<file path="src/rtl/scr1_brkm_bp_ctrl.sv">
// scr1_brkm_bp_ctrl: qualifies matcher hits, keeps sticky hit status, arbitrates and issues breakpoint events over req/ack
module scr1_brkm_bp_ctrl #(
    parameter int BRKM_BP_NUM  = 2,
    parameter int BRKM_BP_ID_W = 3
) (
    input  logic                    clk,
    input  logic                    rst_n,
    input  logic [BRKM_BP_NUM-1:0]  match,
    input  logic [BRKM_BP_NUM-1:0]  cfg_en,
    input  logic [BRKM_BP_NUM-1:0]  cfg_chain,
    input  logic [BRKM_BP_NUM-1:0]  cfg_action,
    input  logic [BRKM_BP_NUM-1:0]  hit_clr,
    input  logic                    pipe_flush,
    input  logic                    dbg_resume,
    output logic                    bp_req,
    input  logic                    bp_ack,
    output logic [BRKM_BP_ID_W-1:0] bp_id,
    output logic                    bp_action,
    output logic [BRKM_BP_NUM-1:0]  hit_status,
    output logic                    hit_ovf,
    output logic                    halted
);
    typedef enum logic [1:0] {S_IDLE = 2'd0, S_REQ = 2'd1, S_HALT = 2'd2} state_t;

    state_t                  r_state;
    state_t                  w_next;
    logic [BRKM_BP_NUM:0]    w_en_x;
    logic [BRKM_BP_NUM:0]    w_m_x;
    logic [BRKM_BP_NUM-1:0]  w_q;
    logic [BRKM_BP_NUM-1:0]  r_hit;
    logic [BRKM_BP_ID_W-1:0] w_id;
    logic [BRKM_BP_ID_W-1:0] r_id;
    logic                    w_fwd;
    logic                    w_any;
    logic                    w_act;
    logic                    r_act;
    logic                    r_ovf;

    // A zero pad bit lets channel i look at i+1 without a range special case for the top channel
    assign w_en_x = {1'b0, cfg_en};
    assign w_m_x  = {1'b0, match};
    assign w_any  = |w_q;

    // Qualify hits; w_fwd marks a channel absorbed by the chain of the one below, whose own chain bit is then ignored
    always_comb begin
        w_fwd = 1'b0;
        w_q   = '0;
        for (int i = 0; i < BRKM_BP_NUM; i++) begin
            w_q[i] = ~w_fwd & (((i < BRKM_BP_NUM - 1) && cfg_chain[i]) ?
                               (w_en_x[i] & w_en_x[i+1] & w_m_x[i] & w_m_x[i+1]) :
                               (w_en_x[i] & w_m_x[i]));
            w_fwd  = ~w_fwd & (i < BRKM_BP_NUM - 1) & cfg_chain[i];
        end
    end

    // Lowest qualified channel wins; scanning downward leaves the lowest index last
    always_comb begin
        w_id  = '0;
        w_act = 1'b0;
        for (int i = BRKM_BP_NUM - 1; i >= 0; i--) begin
            if (w_q[i]) begin
                w_id  = BRKM_BP_ID_W'(i);
                w_act = cfg_action[i];
            end
        end
    end

    // FSM state register
    always_ff @(posedge clk or negedge rst_n) begin
        if (!rst_n) r_state <= S_IDLE;
        else        r_state <= w_next;
    end

    // Next state: ack beats flush in REQ, resume only matters in HALT
    always_comb begin
        w_next = (r_state == S_IDLE) ? (w_any ? S_REQ : S_IDLE) :
                 (r_state == S_REQ)  ? (bp_ack ? (r_act ? S_HALT : S_IDLE) : (pipe_flush ? S_IDLE : S_REQ)) :
                 (r_state == S_HALT) ? (dbg_resume ? S_IDLE : S_HALT) :
                 S_IDLE;
    end

    // Outputs decoded from state and the latched event
    always_comb begin
        bp_req     = (r_state == S_REQ);
        halted     = (r_state == S_HALT);
        bp_id      = r_id;
        bp_action  = r_act;
        hit_status = r_hit;
        hit_ovf    = r_ovf;
    end

    // Event latch (only when leaving IDLE) and sticky status, where set always beats clear
    always_ff @(posedge clk or negedge rst_n) begin
        if (!rst_n) begin
            r_id  <= '0;
            r_act <= 1'b0;
            r_hit <= '0;
            r_ovf <= 1'b0;
        end else begin
            if (r_state == S_IDLE && w_any) begin
                r_id  <= w_id;
                r_act <= w_act;
            end
            r_hit <= w_q | (r_hit & ~hit_clr);
            r_ovf <= (w_any && r_state != S_IDLE) | (r_ovf & ~(|hit_clr));
        end
    end
endmodule

</file>
<file path="config.mk">
export PLATFORM = sky130hd
export DESIGN_NAME = scr1_brkm_bp_ctrl
export DESIGN_NICKNAME = d
export VERILOG_FILES = /design/src/rtl/scr1_brkm_bp_ctrl.sv
export SDC_FILE = /design/constraint.sdc
export NUM_CORES = 1
export LEC_CHECK = 0
export BUFFER_PORTS_ARGS = -buffer_cell sky130_fd_sc_hd__clkbuf_2
export CAP_MARGIN = 10
export CORE_AREA = 2 2 39 41
export DETAILED_ROUTE_END_ITERATION = 8
export DIE_AREA = 0 0 41 43
export MAX_ROUTING_LAYER = met4
export PLACE_DENSITY = 0.7
export SYNTH_ARGS = -nofsm -noshare
export SYNTH_HDL_FRONTEND = slang
export SYNTH_SLANG_ARGS = --single-unit
</file>
<file path="constraint.sdc">
create_clock -name clk -period 2.21 [get_ports clk]
set_input_delay 0.221 -clock clk [delete_from_list [all_inputs] [get_ports clk]]
set_output_delay 0.221 -clock clk [all_outputs]
set_load 0.01 [all_outputs]
</file>
**Word-level counts from Yosys, hierarchy flattened**

Cells that the tools add are included.

- Flip-flop bits (word level): 9
- Bits in latches: 0
- RAM bits: 0
- Bits in read-only memories: 0
- Word-level logic and storage cells: 39
- Memories kept: 0

- $add $sub $neg: 0
- $mul: 0
- Divide/modulo/power cells: 0
- Magnitude comparators: 0
- Equality and inequality tests: 2
- Shift-type cells: 0
- Muxes and demuxes: 13
- Bitwise operators: 13
- Reductions and logical operators: 6

Operators by type and width:

| kind | number |
|---|---|
| two-way mux 2 bit | 6 |
| AND 1 bit | 7 |
| two-way mux 1 bit | 7 |
| OR reduction 2 bit | 2 |
| AND 2 bit | 1 |
| equality test 2 x 1 -> 1 bit (second input constant) | 1 |
| equality test 2 bit (second input constant) | 1 |
| logical AND 1 bit | 2 |
| zero test 2 bit | 1 |
| inverter 1 bit | 2 |
| inverter 2 bit | 1 |
| OR 2 bit | 1 |
| nonzero test 2 bit | 1 |
| OR 1 bit | 1 |

**Depth between registers and ports, before layout**

Gate-level depths: netlist of the first run.

- Word-level depth: 7
- Mapped depth: 3
- Depth with buffers taken out: 3

**Least setup slack after synthesis of the first run**

No wires, ideal clock.

- Path kind: register -> register
- Start point: register r_state[1]
- End point: register r_act (netlist: bp_action)
- Arrival time: 1.101 ns
- Required time: 2.082 ns
- Path slack: 0.981 ns
- Cell stages (with the launch flop): 4
- Buffers on the path: 0
- Period minus slack after synthesis: 1.229 ns
- Cells stage by stage: dfrtp_1 > or2_4 > o22ai_2 > mux2_1

- Word-level cells in the longest chain between the ends: 2

Ends and longest elaborated chain:

| element | line | RTL |
|---|---|---|
| start: declaration | 25 | `state_t r_state;` |
| start signal: assignment | 71 | `else r_state <= w_next;` |
| zero test 2 bit | 100 | `if (r_state == S_IDLE && w_any) begin` |
| logical AND 1 bit | 100 |  |
| end signal: assignment | 102 | `r_act <= w_act;` |
| end: declaration | 36 | `logic r_act;` |

Every way passes these cells.
A chain may end at the register's enable or synchronous reset.

**Worst setup path in the final report of the first run**

Ends and elaborated chain as after synthesis.

==> implementation parameters, run 1 <==
Parameter                              Value

Global routing
  Number of global-route vias before repair ... 310
  Number of antenna violations at the first check in global routing ... 0
  Overflow after GRT ... 0
  Maximum number of pins on one net before global-route repair ... 8
  Global-route usage over all layers ... 10.8%
  Wire length of the first global-routing pass ... 1190 um

Routing
  Met3 wire length ... 55 um
  Count of vias placed by the detailed router ... 368
  Residual antenna-violating net count after detailed routing ... 0
  Routed met1 length ... 346 um
  Sum of met2 wire segment lengths after detailed routing ... 411 um
  Total detailed-routing wirelength ... 832 um
  Iter 0 DRT Violations ... 1
  Drt first pass iters ... 2
  Drc violations ... 0
  Top sig layer ... met4
  Vias per Instance ... 4.66
  Average wire per standard cell ... 10.5 um

STA
  Post-Route Skew ... 0.00370 ns
  Setup repair after global routing missed its margin ... no
  Max Slew Vio Count ... 0
  Maximum achievable frequency ... 0.767 GHz
  Number of hold-slack violations in the final timing report ... 0
  Endpoints failing setup ... 0
  Final TNS setup ... 0 ns
  Period utilisation layout ... 59.0%
  Shortest period the worst path allows ... 1.30 ns

Final layout
  Ratio of cells with drive above 1 in the final layout ... 46.0%
  Sequential cell area ... 175 um^2
  Number of fill cells ... 144
  Number of nets in the layout ... 79
  Number of antenna cells inserted ... 0
  Area growth from synthesis to layout ... 36.1%
  Area used by multi-input combinational logic ... 204 um^2

Critical path
  Largest driver fanout on the critical path ... 4
  Required @ worst endpoint ... 2.33 ns
  Data arrival time at the worst-slack endpoint ... 1.43 ns
  Sort of element at the end of the critical path ... flip-flop
  Startpoint type of the worst setup path ... flip-flop
  Critical path class ... flip-flop to flip-flop

Worst hold path
  Path type of the worst min-delay path ... input pin to flip-flop

Clock tree
  Number of buffers on the longest clock path ... 2
  TritonCTS buffer count ... 3
  TritonCTS clock tree ... done
  H-tree depth reported by CTS ... 1
  Post-cts gate resize count ... 0
  Root buffer cell ... sky130_fd_sc_hd__clkbuf_4
  Post-CTS clock slew at the launch and capture registers of the worst setup and hold paths ... 0.05 ns
  CTS sink cnt ... 7
  Clock latency of the later-clocked register in the worst-skew pair ... 0.24 ns

Pwr
  Leakage power summed over all cells ... 0.292 nW
  Fraction of power spent switching nets ... 26.4%
  Portion of total power attributed to the clock network ... 31.7%
  Power density cells ... 633 nW/um^2
  Int Power ... 255 uW
  Combinational Power Share ... 24.5%
  Net Switching ... 91.4 uW
  Overall power after layout ... 346 uW
  Peak VDD IR ... 0.295 mV
  Seq pwr share ... 43.8%

Synth
  Async SR Flop Fraction ... 100%
  EDFF count, synth ... 0
  Mean instance size in the synthesized netlist ... 10.3 um^2
  Portion of the post-synthesis area used by sequential elements ... 43.6%
  Yosys warns ... 0
  Synth Register Bits ... 7
  Gate Count Post-Synth ... 39
  Most used flip-flop cell after synthesis ... sky130_fd_sc_hd__dfrtp_1
  Synth Cell Area ... 402 um^2
  Number of different library cells in the post-synthesis netlist ... 24

Floorplanning
  Die H ... 43 um
  Number of placed I/O pins ... 24
  Initial cell density of the core ... 29.0%
  Chip Width ... 41 um
  Number of core rows ... 14
  Core Area ... 1380 um^2
  Die ar. ... 1760 um^2

Job
  Max-cap violations ... 0

Status
  Outcome ... complete, no violations

Placement
  PortBufs ... 20
  Placed wire-length estimate ... 735 um
  Routability-driven placement congestion ratio ... 0.674
## critical path: stages, from the launching register on
cell                      delay (ns)
sky130_fd_sc_hd__dfrtp_1        0.39
sky130_fd_sc_hd__or2_4          0.28
sky130_fd_sc_hd__o22ai_2        0.17
sky130_fd_sc_hd__mux2_1         0.34
## sequential cells by signal, summed over array words and instances, names as in the netlist
name / count
hit_status: 2
r_state: 2
bp_action: 1
bp_id: 1
hit_ovf: 1
## final timing paths
| check | start | endpoint | slack (ns) | cells after the start |
|---|---|---|---|---|
| worst min-delay path | hit_clr[1] | hit_status[1] | 0.18 | 2 |
| worst min register to register | hit_ovf | hit_ovf | 0.51 | 1 |
| worst max register to register | r_state[1] | bp_action | 0.91 | 3 |
| max in group asynchronous | rst_n | r_state[1] | 1.71 | 2 |
| min in group asynchronous | rst_n | r_state[0] | 0.34 | 2 |
| worst max-delay path | r_state[1] | bp_action | 0.91 | 3 |
## logic make-up after synthesis
logic type,synth area share (%)
buffers and inverters,6.54
other,0.934
multiplexers,2.80
AND/OR/NAND/NOR,18.7
flip-flops,43.6
AO/OA/AOI/OAI,27.4
## layer usage
layer / track usage (%) / up-vias
met3: 3.14 / 2
met1: 12.0 / 167
met5: - / -
li1: - / 187
met2: 15.6 / 12
met4: 8.00 / 0
## through the flow
| stage | area, um^2 | std cells | worst slack [ns] | utilization, % | hold slack, ns |
|---|---|---|---|---|---|
| 6_report | 547 | 79 | 0.906 | 39.5 | 0.178 |
| 5_1_grt | 547 | 79 | 0.864 | 39.5 | 0.181 |
| 4_1_cts | 547 | 79 | 0.901 | 39.5 | 0.173 |
| 3_5_place_dp | 510 | 74 | 0.905 | 36.9 | 0.0670 |
| 3_3_place_gp | 510 | 74 | 0.921 | 36.9 | 0.0627 |
| 2_1_floorplan | 405 | 40 | 0.981 | - | -0.0746 |
## cell type report
class	instances	share of cell area, %
Sequential cell	7	32.0
Inverter	3	2.06
Timing Repair Buffer	21	20.1
Multi-Input combinational cell	28	37.3
Clock buffer	4	4.81
Tap cell	16	3.66
## cell usage in the layout (no fill, tap or decap), drive strengths merged, types with 2 or more instances in the layout
cell type and n:
o21ai 2, conb 2, o22ai 3, nor2 3, nand2 2, clkbuf 24
inv 3, nand3b 2, dfrtp 7, a21boi 2
## synthesized netlist by cell type, types with 2 or more instances
cell type                  n  share of area (%)
sky130_fd_sc_hd__buf_4     2                3.7
sky130_fd_sc_hd__inv_1     3                2.8
sky130_fd_sc_hd__dfrtp_1   7                 44
sky130_fd_sc_hd__nor2_1    3                2.8
sky130_fd_sc_hd__o22ai_1   2                3.1
sky130_fd_sc_hd__a21boi_2  2                5.6
sky130_fd_sc_hd__nand2_1   2                1.9
sky130_fd_sc_hd__nand3b_1  2                3.7
## timing repair
item | in CTS | in global routing
hold endpoints to repair | 7 | 0
endpoints found under the setup margin | 0 | 0
setup buffers | 0 | 0
hold buffers | 1 | 0
## power by group through the flow
stage / clock, mW / combinational, mW / sequential [mW]
after floorplan: 0 / 0.0451 / 0.157
after global placement: 0 / 0.0831 / 0.153
after detailed placement: 0 / 0.0848 / 0.154
after CTS: 0.116 / 0.0863 / 0.152
after global routing: 0.125 / 0.0922 / 0.153
final: 0.110 / 0.0849 / 0.152
No activity file was read; power rests on OpenSTA's default activity.
==> inputs of run 2 (changes only) <==
--- a/config.mk
+++ b/config.mk
@@ -11,7 +11,7 @@
 export DETAILED_ROUTE_END_ITERATION = 8
 export DIE_AREA = 0 0 41 43
 export MAX_ROUTING_LAYER = met4
-export PLACE_DENSITY = 0.7
+export PLACE_DENSITY = 0.72
 export SYNTH_ARGS = -nofsm -noshare
 export SYNTH_HDL_FRONTEND = slang
 export SYNTH_SLANG_ARGS = --single-unit
==> constraint.sdc (replaced) <==
create_clock -name clk -period 1.19 [get_ports clk]
set_input_delay 0.119 -clock clk [delete_from_list [all_inputs] [get_ports clk]]
set_output_delay 0.119 -clock clk [all_outputs]
set_load 0.01 [all_outputs]
==> run 2 against run 1 <==
Net effect: the flow now finishes with violations (setup timing); design area up 13%; register-to-register slack worse by 0.99 ns; cell count up 5.1%; worst hold slack worse by 0.10 ns.
==> implementation parameters, run 2 (same netlist as run 1, synthesis figures left out) <==
Parameter                              Value

Status
  Outcome ... complete, but fails checks
  Violations in the final reports ... setup timing

Routing
  Drt first pass iters ... 1 (-1)
  Average wire per standard cell ... 11.9 um (+13%)
  Count of vias placed by the detailed router ... 396 (+7.6%)
  Drc violations ... 0 (unchanged)
  Total detailed-routing wirelength ... 990 um (+19%)
  Iter 0 DRT Violations ... 0 (-1)
  Residual antenna-violating net count after detailed routing ... 0 (unchanged)
  Vias per Instance ... 4.77 (+2.4%)

Final layout
  Post-Layout Inst Area ... 618 um^2 (+13%)
  Number of antenna cells inserted ... 0 (unchanged)
  Ratio of cells with drive above 1 in the final layout ... 52.2% (+6.2 points)
  Number of nets in the layout ... 83 (+5.1%)
  Area growth from synthesis to layout ... 53.9%
  Most common library cell in the layout ignoring fill and taps ... sky130_fd_sc_hd__clkbuf_2
  Final instance count without filler cells ... 83 (+5.1%)
  Top library cells by usage in the layout, fill and taps aside ... 19 x sky130_fd_sc_hd__clkbuf_2, 7 x sky130_fd_sc_hd__dfrtp_1
  Final Util ... 44.7% (+5.2 points)

Worst hold path
  Hold path startpoint ... hit_clr[0]
  Path type of the worst min-delay path ... input pin to flip-flop
  Worst Hold Path EP ... hit_status[0]
  Hold Path Depth ... 2 (unchanged)

Critical path
  Capture instance of the worst register-to-register path ... bp_action
  Stage delay of the slowest cell on the critical path ... 0.39 ns (about the same)
  Number of cells on the worst reg-to-reg path ... 3 (unchanged)
  Critical path's top delay family ... flip-flops
  CP Cell Sequence ... or2_4 > o22ai_4 > mux2_4
  Required @ worst endpoint ... 1.32 ns (-1.01 ns)
  Largest driver fanout on the critical path ... 4 (unchanged)
  RR Startpoint ... r_state[1]
  Buffering stage count on the worst path with inverters included ... 0 (unchanged)
  Data arrival time at the worst-slack endpoint ... 1.40 ns (-0.03 ns)
  Critical path class ... flip-flop to flip-flop
  Sort of element at the end of the critical path ... flip-flop
  Max stage delay cell, worst path ... sky130_fd_sc_hd__dfrtp_1
  Setup slack, reg-to-reg ... -0.08 ns (-0.99 ns)
  Startpoint type of the worst setup path ... flip-flop

Clock tree
  H-tree depth reported by CTS ... 1 (unchanged)
  Post-CTS clock slew at the launch and capture registers of the worst setup and hold paths ... 0.05 ns (about the same)
  TritonCTS clock tree ... done
  TritonCTS buffer count ... 3 (unchanged)
  Number of buffers on the longest clock path ... 2 (unchanged)
  Root buffer cell ... sky130_fd_sc_hd__clkbuf_4
  Clock latency of the later-clocked register in the worst-skew pair ... 0.25 ns (about the same)
  CTS sink cnt ... 7 (unchanged)

Global routing
  Number of antenna violations at the first check in global routing ... 0 (unchanged)
  Maximum number of pins on one net before global-route repair ... 8 (unchanged)
  Number of global-route vias before repair ... 359 (+16%)
  Wire length of the first global-routing pass ... 1440 um (+21%)
  Global-route usage over all layers ... 12.7% (+1.9 points)
  Overflow after GRT ... 0 (unchanged)

Pwr
  Power density cells ... 1150 nW/um^2 (+82%)
  Fraction of power spent switching nets ... 27.6% (+1.2 points)
  Portion of total power attributed to the clock network ... 29.8% (-1.9 points)
  Overall power after layout ... 714 uW (+110%)
  Int Power ... 517 uW (+100%)
  Combinational Power Share ... 30.6% (+6.1 points)
  Net Switching ... 197 uW (+120%)
  Leakage power summed over all cells ... 0.319 nW (+9.3%)
  Seq pwr share ... 39.6% (-4.2 points)
  Peak VDD IR ... 0.546 mV (+85%)

STA
  Post-Route Skew ... 0.00313 ns (-0.000573 ns)
  Final TNS setup ... -0.164 ns (-0.164 ns)
  Endpoints failing setup ... 3 (+3)
  Maximum achievable frequency ... 0.785 GHz (+2.3%)
  Period utilisation layout ... 107% (+48 points)
  Max Slew Vio Count ... 0 (unchanged)
  Number of hold-slack violations in the final timing report ... 0 (unchanged)
  Setup repair after global routing missed its margin ... yes
  Shortest period the worst path allows ... 1.27 ns (-0.0294 ns)
  Minimum setup slack in the final design ... -0.0843 ns (-0.991 ns)

Floorplanning
  Number of core rows ... 14 (unchanged)
  Chip Width ... 41 um (unchanged)
  Number of placed I/O pins ... 24 (unchanged)
  Core Area ... 1380 um^2 (unchanged)
  Die ar. ... 1760 um^2 (unchanged)
  Initial cell density of the core ... 29.0% (unchanged)
  Die H ... 43 um (unchanged)

Job
  Max-cap violations ... 0 (unchanged)

Placement
  Placed wire-length estimate ... 773 um (+5.2%)
  PortBufs ... 20 (unchanged)
  Total instance count after detailed placement ... 77 (+4.1%)
  Routability-driven placement congestion ratio ... 0.649 (-3.8%)
  Placed cell areas ... 533 um^2 (+4.4%)
==> run 2: worst max path at each step <==
stage | slack, ns | depth (start not counted) | start | end
floorplan | -0.04 | 3 | r_state[1] | bp_action
global placement | -0.06 | 3 | r_state[1] | bp_action
detailed placement | -0.09 | 3 | r_state[1] | bp_action
CTS | -0.08 | 3 | r_state[1] | bp_action
global route | -0.13 | 3 | r_state[1] | bp_action
finish | -0.08 | 3 | r_state[1] | bp_action
==> run 2: final cells by class <==
class,instances,area (um^2)
Clock buffer,4,26.3
Fill cell,139,766
Inverter,3,11.3
Multi-Input combinational cell,28,231
Sequential cell,7,175
Tap cell,16,20.0
Timing Repair Buffer,25,154
==> run 2: power groups by stage <==
stage               sequential (mW)  combinational [mW]  clock [mW]
floorplan                     0.292              0.0837           0
global placement              0.284               0.172           0
detailed placement            0.285               0.177           0
CTS                           0.282               0.203       0.224
global route                  0.286               0.235       0.236
finish                        0.283               0.218       0.213
==> run 2: per-layer routing <==
layer  wire length [um]  global-route usage (%)
met1                410                    14.8
met3                 54                    1.57
met4                 21                    8.00
met2                503                    19.7
met5                  0                       -
==> run 2: per-stage QoR <==
step	hold WS, ns	worst slack, ns
floorplan	-0.177	-0.0387
global placement	-0.0389	-0.0598
detailed placement	-0.0377	-0.0928
CTS	0.0638	-0.0792
global route	0.0731	-0.130
finish	0.0759	-0.0843
==> run 2: timing repair <==
action / in CTS / in global routing
hold buffers: 1 / 0
gates cloned: 0 / 0
gates resized for setup: 3 / 4
endpoints found under the hold margin: 7 / 0
endpoints found under the setup margin: 3 / 4
setup buffers: 1 / 0
==> inputs of run 3 (changes only) <==
--- a/config.mk
+++ b/config.mk
@@ -11,7 +11,7 @@
 export DETAILED_ROUTE_END_ITERATION = 8
 export DIE_AREA = 0 0 41 43
 export MAX_ROUTING_LAYER = met4
-export PLACE_DENSITY = 0.72
+export PLACE_DENSITY = 0.7
 export SYNTH_ARGS = -nofsm -noshare
 export SYNTH_HDL_FRONTEND = slang
 export SYNTH_SLANG_ARGS = --single-unit
==> constraint.sdc (replaced) <==
create_clock -name clk -period 1.4 [get_ports clk]
set_input_delay 0.14 -clock clk [delete_from_list [all_inputs] [get_ports clk]]
set_output_delay 0.14 -clock clk [all_outputs]
set_load 0.01 [all_outputs]
==> run 3 against run 2 <==
Net effect: via count is 7.1% lower; die area stayed put; non-clock buffer count is 4 lower; the run now ends clean; maximum frequency is 1.2% lower.
==> implementation parameters, run 3 (same netlist as run 1, synthesis figures left out) <==
Parameter                              Value

Global routing
  Overflow after GRT ... 0 (unchanged)
  Number of global-route vias before repair ... 303 (-16%)
  Wire length of the first global-routing pass ... 1150 um (-20%)
  Global-route usage over all layers ... 10.5% (-2.2 points)
  Maximum number of pins on one net before global-route repair ... 8 (unchanged)
  Number of antenna violations at the first check in global routing ... 0 (unchanged)

Floorplanning
  Die H ... 43 um (unchanged)
  Core Area ... 1380 um^2 (unchanged)
  Initial cell density of the core ... 29.0% (unchanged)
  Number of core rows ... 14 (unchanged)
  Die ar. ... 1760 um^2 (unchanged)
  Number of placed I/O pins ... 24 (unchanged)
  Chip Width ... 41 um (unchanged)

Placement
  Routability-driven placement congestion ratio ... 0.656 (+1.1%)
  Total instance count after detailed placement ... 74 (-3.9%)
  PortBufs ... 20 (unchanged)
  Pre-CTS worst setup slack ... 0.109 ns (+0.202 ns)
  Placed wire-length estimate ... 710 um (-8.1%)

Final layout
  Area growth from synthesis to layout ... 36.1%
  Top library cells by usage in the layout, fill and taps aside ... 20 x sky130_fd_sc_hd__clkbuf_2, 7 x sky130_fd_sc_hd__dfrtp_1, 3 x sky130_fd_sc_hd__inv_1, 3 x sky130_fd_sc_hd__nor2_1, 3 x sky130_fd_sc_hd__clkbuf_4
  Ratio of cells with drive above 1 in the final layout ... 46.0% (-6.2 points)
  Sequential cell area ... 175 um^2 (unchanged)
  Area used by multi-input combinational logic ... 204 um^2 (-12%)
  Number of fill cells ... 148 (+6.5%)
  Final Util ... 39.5% (-5.2 points)
  Final instance count without filler cells ... 79 (-4.8%)
  Number of nets in the layout ... 79 (-4.8%)
  Number of antenna cells inserted ... 0 (unchanged)
  Most common library cell in the layout ignoring fill and taps ... sky130_fd_sc_hd__clkbuf_2

Routing
  Drt first pass iters ... 4 (+3)
  Drc violations ... 0 (unchanged)
  Vias per Instance ... 4.66 (-2.4%)
  Count of vias placed by the detailed router ... 368 (-7.1%)
  Total detailed-routing wirelength ... 845 um (-15%)
  Residual antenna-violating net count after detailed routing ... 0 (unchanged)
  Average wire per standard cell ... 10.7 um (-10%)
  Iter 0 DRT Violations ... 6 (+6)

Critical path
  Setup slack, reg-to-reg ... 0.11 ns (+0.19 ns)
  Critical path class ... flip-flop to flip-flop
  Max stage delay cell, worst path ... sky130_fd_sc_hd__dfrtp_1
  Stage delay of the slowest cell on the critical path ... 0.39 ns (about the same)
  Data arrival time at the worst-slack endpoint ... 1.41 ns (about the same)
  Startpoint type of the worst setup path ... flip-flop
  Required @ worst endpoint ... 1.52 ns (+0.20 ns)
  Largest driver fanout on the critical path ... 4 (unchanged)
  Sort of element at the end of the critical path ... flip-flop
  CP Cell Sequence ... or2_4 > o22ai_2 > mux2_1

Clock tree
  TritonCTS buffer count ... 3 (unchanged)
  Root buffer cell ... sky130_fd_sc_hd__clkbuf_4
  Number of buffers on the longest clock path ... 2 (unchanged)
  H-tree depth reported by CTS ... 1 (unchanged)
  CTS sink cnt ... 7 (unchanged)
  TritonCTS clock tree ... done
  Clock latency of the later-clocked register in the worst-skew pair ... 0.24 ns (about the same)
  Post-CTS clock slew at the launch and capture registers of the worst setup and hold paths ... 0.05 ns (about the same)

Pwr
  Power density cells ... 1000 nW/um^2 (-13%)
  Peak VDD IR ... 0.496 mV (-9.2%)
  Leakage power summed over all cells ... 0.292 nW (-8.5%)
  Overall power after layout ... 548 uW (-23%)

STA
  Shortest period the worst path allows ... 1.29 ns (+0.0151 ns)
  Minimum setup slack in the final design ... 0.111 ns (+0.195 ns)
  Endpoints failing setup ... 0 (-3)
  Setup repair after global routing missed its margin ... no
  Final TNS setup ... 0 ns (+0.164 ns)
  Period utilisation layout ... 92.1% (-15 points)
  Number of hold-slack violations in the final timing report ... 0 (unchanged)
  Maximum achievable frequency ... 0.776 GHz (-1.2%)
  Max Slew Vio Count ... 0 (unchanged)
  Post-Route Skew ... 0.000205 ns (-0.00292 ns)

Status
  Outcome ... complete, no violations

Job
  Max-cap violations ... 0 (unchanged)

Worst hold path
  Path type of the worst min-delay path ... input pin to flip-flop
[run 3: per-stage QoR]
stage,hold slack (ns),instance area (um^2)
2_1_floorplan,-0.156,405
3_3_place_gp,-0.0179,510
3_5_place_dp,-0.0170,510
4_1_cts,0.0898,547
5_1_grt,0.103,547
6_report,0.104,547
[run 3: cell type report]
| cell class | count | area share [%] |
|---|---|---|
| multi-input combinational | 28 | 37.3 |
| sequential | 7 | 32.0 |
| timing repair buffer | 21 | 20.1 |
| clock buffer | 4 | 4.81 |
| tap | 16 | 3.66 |
| inverter | 3 | 2.06 |
[run 3: what timing repair did]
item / 4_1_cts / 5_1_grt
resized for setup: 0 / 0
setup buffers: 0 / 0
hold buffers: 1 / 0
endpoints found under the hold margin: 7 / 0
[run 3: power breakdown]
group | switching, mW | internal [mW] | total (mW)
combinational | 0.0649 | 0.0697 | 0.135
clock | 0.0662 | 0.108 | 0.174
sequential | 0.0150 | 0.224 | 0.239
total | 0.146 | 0.402 | 0.548
[run 3: metal layers]
metal  global-route usage (%)  share of wire [%]  routed length (um)  up-vias
li1                         -                  -                   -      184
met1                     12.1                 46                 390      170
met2                     13.8                 47                 397       12
met3                     1.57                5.3                  45        2
met4                     12.0                1.4                  12        0
met5                        -                  0                   0        -
[run 3: final timing paths]
kind / startpoint / to / depth (start not counted)
worst max-delay path: r_state[1] / bp_action / 3
worst min-delay path: hit_clr[1] / hit_status[1] / 2
worst max register to register: r_state[1] / bp_action / 3
worst min register to register: hit_ovf / hit_ovf / 1
max in group asynchronous: rst_n / hit_status[0] / 2
min in group asynchronous: rst_n / r_state[1] / 2
[run 3: critical path: cells and delay by family (launching register included)]
family / cells / cell delay [ns]
mux: 1 / 0.34
flops: 1 / 0.39
simple gates: 1 / 0.28
compound gates: 1 / 0.17
